File: config.mk
export PLATFORM = sky130hd
export DESIGN_NAME = sync_fifo
export DESIGN_NICKNAME = d
export VERILOG_FILES = /design/src/rtl/sync_fifo_pkg.sv /design/src/rtl/sync_fifo_mem.sv /design/src/rtl/sync_fifo.sv
export SDC_FILE = /design/constraint.sdc
export NUM_CORES = 1
export LEC_CHECK = 0
export CORE_MARGIN = 4
export CORE_UTILIZATION = 55
export DETAILED_ROUTE_END_ITERATION = 16
export PLACE_DENSITY = 0.81
export SLEW_MARGIN = 10
export SYNTH_ARGS = -nofsm -noshare
export SYNTH_HDL_FRONTEND = slang
export SYNTH_SLANG_ARGS = --single-unit
File: constraint.sdc
create_clock -name clk -period 4.9 [get_ports clk]
set_input_delay 0.98 -clock clk [delete_from_list [all_inputs] [get_ports clk]]
set_output_delay 0.98 -clock clk [all_outputs]
set_load 0.02 [all_outputs]
File: src/rtl/sync_fifo_pkg.sv
// sync_fifo_pkg: default sizing constants and word type shared by the sync_fifo files
package sync_fifo_pkg;
  localparam int DEFAULT_DATA_WIDTH = 8;
  localparam int DEFAULT_DEPTH = 8;
  typedef logic [DEFAULT_DATA_WIDTH-1:0] fifo_word_t;
endpackage

File: src/rtl/sync_fifo_mem.sv
// sync_fifo_mem: DEPTH x DATA_WIDTH storage with synchronous write and registered read ports
module sync_fifo_mem
  import sync_fifo_pkg::*;
#(
  parameter int DATA_WIDTH = DEFAULT_DATA_WIDTH,
  parameter int DEPTH = DEFAULT_DEPTH,
  localparam int ADDR_WIDTH = $clog2(DEPTH)
) (
  input  logic                  clk,
  input  logic                  reset,
  input  logic                  wr_en,
  input  logic [ADDR_WIDTH-1:0] wr_addr,
  input  logic [DATA_WIDTH-1:0] wr_data,
  input  logic                  rd_en,
  input  logic [ADDR_WIDTH-1:0] rd_addr,
  output logic [DATA_WIDTH-1:0] rd_data
);
  logic [DATA_WIDTH-1:0] mem [DEPTH];
  // storage is deliberately never reset; only written entries are ever read
  always_ff @(posedge clk)
    if (wr_en) mem[wr_addr] <= wr_data;
  // read register holds its value between accepted reads and clears on reset
  always_ff @(posedge clk or negedge reset)
    if (!reset) rd_data <= '0;
    else if (rd_en) rd_data <= mem[rd_addr];
endmodule

File: src/rtl/sync_fifo.sv
// sync_fifo: single-clock FIFO with full/empty flags; SYNC_FIFO_ERR_FLAGS_EN adds sticky overflow/underflow outputs
module sync_fifo
  import sync_fifo_pkg::*;
#(
  parameter int DATA_WIDTH = DEFAULT_DATA_WIDTH,
  parameter int DEPTH = DEFAULT_DEPTH,
  localparam int ADDR_WIDTH = $clog2(DEPTH)
) (
  input  logic                  clk,
  input  logic                  reset,
  input  logic                  write,
  input  logic                  read,
  input  logic [DATA_WIDTH-1:0] data_in,
  output logic [DATA_WIDTH-1:0] data_out,
  output logic                  full,
  output logic                  empty
`ifdef SYNC_FIFO_ERR_FLAGS_EN
  ,
  output logic                  overflow,
  output logic                  underflow
`endif
);
  logic [ADDR_WIDTH-1:0] wr_ptr, rd_ptr;
  logic [ADDR_WIDTH:0] count;
  logic wr_en, rd_en;
  assign full = count == (ADDR_WIDTH+1)'(DEPTH);
  assign empty = count == '0;
  assign wr_en = write && !full;
  assign rd_en = read && !empty;
  // pointers wrap by natural overflow; count moves only when exactly one side is accepted
  always_ff @(posedge clk or negedge reset)
    if (!reset) begin
      wr_ptr <= '0;
      rd_ptr <= '0;
      count <= '0;
    end else begin
      if (wr_en) wr_ptr <= wr_ptr + ADDR_WIDTH'(1);
      if (rd_en) rd_ptr <= rd_ptr + ADDR_WIDTH'(1);
      if (wr_en != rd_en) count <= wr_en ? count + (ADDR_WIDTH+1)'(1) : count - (ADDR_WIDTH+1)'(1);
    end
`ifdef SYNC_FIFO_ERR_FLAGS_EN
  // sticky error flags, cleared only by reset
  always_ff @(posedge clk or negedge reset)
    if (!reset) begin
      overflow <= 1'b0;
      underflow <= 1'b0;
    end else begin
      overflow <= overflow || (write && full);
      underflow <= underflow || (read && empty);
    end
`endif
  sync_fifo_mem #(.DATA_WIDTH(DATA_WIDTH), .DEPTH(DEPTH)) u_mem (
    .clk(clk),
    .reset(reset),
    .wr_en(wr_en),
    .wr_addr(wr_ptr),
    .wr_data(data_in),
    .rd_en(rd_en),
    .rd_addr(rd_ptr),
    .rd_data(data_out)
  );
endmodule

==> run_results.csv, run 1 <==
group,metric,value,unit
status,outcome,"completed",
final_layout,nFillCells,433,
worst_setup_path,worstPathArrival,2.06,ns
placed_design,io_buffers,21,
grt,grt_max_degree,35,
clock_tree,postCtsResizedCells,0,
worst_setup_path,crit_path_end_kind,"output pin",
run,max_cap_viol_count,0,
worst_setup_path,crit_type,"reg2out",
grt,top_usage_layer,"met2",
drt,drtIter0Drc,112,
sta,max-slew-margin-rel,23.8,%
clock_tree,cts_tree,"done",
sta,tightestPinTransition,1.13,ns
final_layout,drive_gt1_share,15.5,%
grt,grt_pass1_vias,1784,
die,die_x,85.6,um
clock_tree,clk-insertion-delay-late,0.34,ns
synth,yosysTopAreaCellShare,58.0,%
grt,antenna_found_initial,0,
placed_design,placed_area,3610,um2
clock_tree,postCtsSetupRepairBufs,0,
clock_tree,cts_sinks,82,
grt,grt_pass1_wl,9.03,mm
drt,viasPerCell,5.72,
pwr,sw_frac_of_total,33.5,%
grt,grt-ovfl-total,0,
final_layout,antennaDiodeCount,0,
clock_tree,cts_buffer_depth,2,
die,row_count,28,
sta,max_freq,329,MHz
pwr,pwr-share-clk,19.1,%
clock_tree,numCtsBuffers,9,
synth,avgSynthCellArea,16.1,um2
worst_hold_path,holdPathStages,2,
synth,ys_seq_area_share,71.6,%
final_layout,multi_input_area,911,um2
sta,period_needed,3.04,ns
clock_tree,cts_root_buffer,"clkbuf_8",
pwr,power_frac_seq,47.0,%
worst_hold_path,hold_class,"reg2reg",
synth,netlist_top_cells_area,"edfxtp_1 (58%), dfrtp_1 (14%), mux2i_1 (5.1%)",
die,start_util,56.3,%
pwr,ir_worst_vdd,0.000444,V
clock_tree,cts-htree-levels,3,
drt,routed_wl,5.68,mm
final_layout,final-seq-area,2370,um2
drt,drc,0,
sta,rsz0062_at_grt,"no",
placed_design,gp_congestion,0.718,
drt,routedWlPerCell,18.2,um
synth,ys_ff_latch,82,
final_layout,final_common_cell,"edfxtp_1",
final_layout,fin_nets,250,
placed_design,placed_cells,297,
die,fp.dieArea,7330,um2
final_layout,area_growth,14.3,%
sta,slew_violations,0,
worst_setup_path,critPathMaxFanout,6,
worst_setup_path,crit_path_start_kind,"flip-flop",
sta,fin_setup_tns,0,ns
sta,hold_ws,0.489,ns
grt,grt_util_met3,4.71,%
clock_tree,path_clk_slew,0.08,ns
final_layout,final_cell_mix,"edfxtp_1 (64), clkdlybuf4s50_1 (21), nand2_1 (19)",
pwr,p_per_area,571,nW/um2
sta,fin_crit_sh,62.1,%
drt,dr.pass1.iters,4,
die,die_h,85.6,um
synth,syn_nets,223,
placed_design,place_ws,1.66,ns
die,io_pins,22,
die,core,5890,um2
pwr,power_leakage,1.36,nW
synth,ys_warn_count,0,
sta,hold_viol_final,0,
worst_setup_path,r2r_cells,8,
pwr,p_comb_share,33.8,%
synth,synth_top_area_cell,"edfxtp_1",
synth,yosys.cell_types.count,31,
final_layout,final_area,3790,um2
worst_setup_path,worstPathRequired,3.92,ns
final_layout,final_cells,313,
clock_tree,ctsHoldBuffers,0,
pwr,p_int,1.44,mW
sta,finClkSkew,0.00867,ns
sta,setup_viol,0,
drt,antenna_left,0,
pwr,p_sw,0.723,mW
grt,use_met1,21.8,%
placed_design,dp_hpwl,3.92,mm
drt,vias,1791,
grt,use_met2,26.5,%
synth,netlist_area,3310,um2
grt,grt_util_all_layers,16.7,%
sta,fin_ws,1.86,ns
synth,syn_inst,206,
power by group through the flow:
stage	sequential [mW]	combinational, mW	clock [mW]
after floorplan	1.04	0.491	0
final	1.02	0.731	0.413
after global routing	1.04	0.800	0.449
after global placement	1.02	0.707	0
after CTS	1.01	0.736	0.420
after detailed placement	1.03	0.734	0
final cells by class:
| cell class | count | area share (%) |
|---|---|---|
| clock buffer | 9 | 3.27 |
| tap | 75 | 2.48 |
| inverter | 2 | 0.198 |
| timing repair buffer | 24 | 6.15 |
| clock inverter | 7 | 1.19 |
| sequential | 82 | 62.7 |
| multi-input combinational | 114 | 24.1 |
layer usage:
metal  part of all wire [%]  up-vias
met4                    2.0        0
met1                     43      877
met5                      0        -
li1                       -      845
met3                    6.4       12
met2                     49       57
cells in the mapped netlist:
master / number
inv_2: 1
edfxtp_1: 64
nand2b_1: 3
ha_1: 4
or2_4: 1
a21oi_1: 3
fa_1: 1
a221o_1: 8
and3_4: 1
and2_1: 1
nor4_1: 2
nor2b_1: 2
xor2_1: 1
xnor2_1: 6
a21o_1: 1
mux2i_1: 17
inv_1: 1
nand2_1: 19
nor3_1: 5
nor2_1: 4
o22ai_1: 8
buf_1: 2
mux2_1: 5
mux2_4: 1
buf_4: 1
o41ai_1: 1
or4b_4: 1
dfrtp_1: 18
o21ai_1: 8
mux2_2: 11
buf_2: 5
kinds of logic after synthesis:
group,count (synthesis),synth area share [%]
and+or+nand+nor,39,5.89
AOI/OAI and AO/OA,29,6.08
DFF,82,71.6
muxes,34,11.0
adders and majority gates,5,2.11
buffers and inverters,10,1.43
xor gates and xnor gates,7,1.85
metrics by stage:
stage,power [mW],utilization (%)
5_1_grt,2.29,64.3
3_3_place_gp,1.73,61.3
3_5_place_dp,1.76,61.3
6_report,2.16,64.3
2_1_floorplan,1.53,-
4_1_cts,2.17,64.2
worst paths after layout:
kind,startpoint,to,slack (ns)
max,count[1],full,1.86
min,u_mem.rd_data[4],u_mem.rd_data[4],0.49
max reg2reg,count[1],count[3],2.36
min reg2reg,u_mem.rd_data[4],u_mem.rd_data[4],0.49
max in group asynchronous,reset,u_mem.rd_data[3],3.30
min in group asynchronous,reset,u_mem.rd_data[1],1.10
critical path, cell delays in order, from the launching register on:
cell             delay, ns
dfrtp_1               0.47
or4b_4                0.59
inv_1                 0.07
clkdlybuf4s50_1       0.59
flip-flops by register name, indices dropped and copies added, names as in the netlist:
signal and count:
u_mem.mem 64, wr_ptr 3, rd_ptr 3, count 4, u_mem.rd_data 8
Power figures use the tool's default switching activity.
==> run 2, diff against run 1 <==
Clock period 4.9 ns to 3.2 ns, I/O delays scaled along.
==> run 2 against run 1 <==
Global-route usage grew 1.1 points. Count of clock-buffer cells in the layout grew 2. Flip-flop and latch count unchanged. Clock skew grew 0.0016 ns. Critical path depth unchanged. Sequential power rose by 52%. Non-clock buffer count grew 4. Hold slack worse by 0.0044 ns. Combinational power up 57%. Critical endpoint unchanged. Highest routed layer unchanged.
==> run_results.csv, run 2 (synthesis results as in run 1) <==
group,metric,value,unit
clock_tree,path_clk_slew,0.08,ns
clock_tree,cts-htree-levels,3,
clock_tree,cts_tree,"done",
die,start_util,56.3,%
sta,hold_viol_final,0,
pwr,power_frac_seq,44.4,%
worst_setup_path,r2r_cells,8,
drt,drc,0,
final_layout,final_area,3850,um2
worst_setup_path,critPathBufInv,2,
pwr,p_sw,1.11,mW
grt,grt-ovfl-total,0,
pwr,p_comb_share,32.9,%
placed_design,placed_area,3640,um2
pwr,power,3.49,mW
placed_design,placed_cells,301,
worst_hold_path,min_to,"u_mem.rd_data[4]",
pwr,power_leakage,1.40,nW
sta,finClkSkew,0.0102,ns
sta,fin_crit_sh,84.2,%
sta,tightestPinTransition,0.778,ns
placed_design,dp_hpwl,3.89,mm
worst_setup_path,cpMaxStageDelayCell,"or4b_4",
final_layout,top_register,"u_mem.mem",
worst_setup_path,cp_cell_sequence,"or4b_4 > inv_1 > clkdlybuf4s50_1",
clock_tree,postCtsResizedCells,0,
worst_setup_path,rr_startpoint,"count[1]",
worst_setup_path,r2r_end,"count[3]",
drt,vias,1784,
worst_setup_path,cpPeakStageDelay,0.59,ns
clock_tree,ctsHoldBuffers,0,
sta,period_needed,2.69,ns
grt,grt_util_all_layers,17.8,%
sta,setup_viol,0,
final_layout,largest_reg_flops,64,
worst_setup_path,worstPathRequired,2.56,ns
worst_hold_path,holdPathStages,2,
final_layout,fin_nets,254,
final_layout,multi_input_area,901,um2
clock_tree,postCtsSetupRepairBufs,0,
drt,drtIter0Drc,113,
placed_design,place_ws,0.634,ns
status,outcome,"completed",
drt,viasPerCell,5.63,
clock_tree,cts_root_buffer,"clkbuf_8",
final_layout,final-seq-area,2370,um2
clock_tree,cts_buffer_depth,2,
die,io_pins,22,
worst_setup_path,crit_path_end_kind,"output pin",
die,die_x,85.6,um
die,core,5890,um2
grt,grt_pass1_vias,1885,
final_layout,reg_top3,"u_mem.mem x64, u_mem.rd_data x8, count x4",
final_layout,final_cell_mix,"edfxtp_1 (64), clkdlybuf4s50_1 (21), nand2_1 (19)",
clock_tree,clk-insertion-delay-late,0.33,ns
clock_tree,numCtsBuffers,9,
grt,grt_pass1_wl,9.87,mm
grt,antenna_found_initial,0,
placed_design,io_buffers,21,
sta,fin_ws,0.506,ns
drt,routedWlPerCell,18.4,um
sta,fin_setup_tns,0,ns
worst_setup_path,crit_type,"reg2out",
worst_setup_path,crit_family,"buffers and inverters",
worst_setup_path,worstPathArrival,2.05,ns
pwr,pwr-share-clk,22.7,%
worst_setup_path,rrSetupSlack,0.66,ns
drt,dr.pass1.iters,4,
worst_setup_path,crit_path_start_kind,"flip-flop",
pwr,ir_worst_vdd,0.000668,V
final_layout,antennaDiodeCount,0,
sta,max-slew-margin-rel,48.0,%
final_layout,final_cells,317,
sta,max_freq,371,MHz
final_layout,area_growth,16.2,%
worst_hold_path,hold_class,"reg2reg",
clock_tree,cts_sinks,82,
sta,slew_violations,0,
worst_hold_path,hp-start,"u_mem.rd_data[4]",
drt,antenna_left,0,
run,max_cap_viol_count,0,
final_layout,nFillCells,411,
worst_setup_path,critPathMaxFanout,6,
final_layout,drive_gt1_share,15.3,%
sta,rsz0062_at_grt,"no",
pwr,p_per_area,906,nW/um2
placed_design,gp_congestion,0.790,
die,die_h,85.6,um
die,row_count,28,
die,fp.dieArea,7330,um2
grt,grt_max_degree,35,
pwr,sw_frac_of_total,31.8,%
pwr,p_int,2.38,mW
drt,routed_wl,5.85,mm
final_layout,final_common_cell,"edfxtp_1",
==> run 2: cell type report <==
cell class	instances	area share [%]
clock buffer	11	3.41
clock inverter	5	2.08
inverter	2	0.195
multi-input combinational	114	23.4
sequential	82	61.6
tap	75	2.44
timing repair buffer	28	6.83
==> run 2: tightest hold or removal path, cell delays in order, from the launching register on <==
cell and delay, ns:
dfrtp_1 0.35, nand2_1 0.05, o21ai_1 0.06
==> run 2: worst max path at each step <==
stage / startpoint / to / slack, ns / cells after the start
after floorplan: count[1] / count[3] / 0.90 / 8
after global placement: write / count[3] / 0.70 / 8
after detailed placement: write / count[3] / 0.63 / 8
after CTS: count[1] / full / 0.48 / 3
after global routing: count[1] / full / 0.40 / 3
final: count[1] / full / 0.51 / 3
==> run 2: power by group through the flow <==
stage / logic (mW) / clock network, mW / registers (mW)
after floorplan: 0.751 / 0 / 1.60
after global placement: 1.11 / 0 / 1.55
after detailed placement: 1.15 / 0 / 1.57
after CTS: 1.16 / 0.811 / 1.55
after global routing: 1.26 / 0.856 / 1.58
final: 1.15 / 0.792 / 1.55
==> run 2: per-layer routing <==
metal | vias to the layer above | share of wire [%] | track usage, %
li1 | 857 | - | -
met1 | 880 | 46 | 24.7
met2 | 41 | 49 | 28.2
met3 | 6 | 3.4 | 3.36
met4 | 0 | 0.97 | 6.91
met5 | - | 0 | 0
==> run 2: through the flow <==
stage	hold WS (ns)	util [%]
after floorplan	0.344	-
after global routing	0.529	65.4
after CTS	0.493	65.4
after detailed placement	0.474	61.8
final	0.485	65.4
after global placement	0.466	61.8
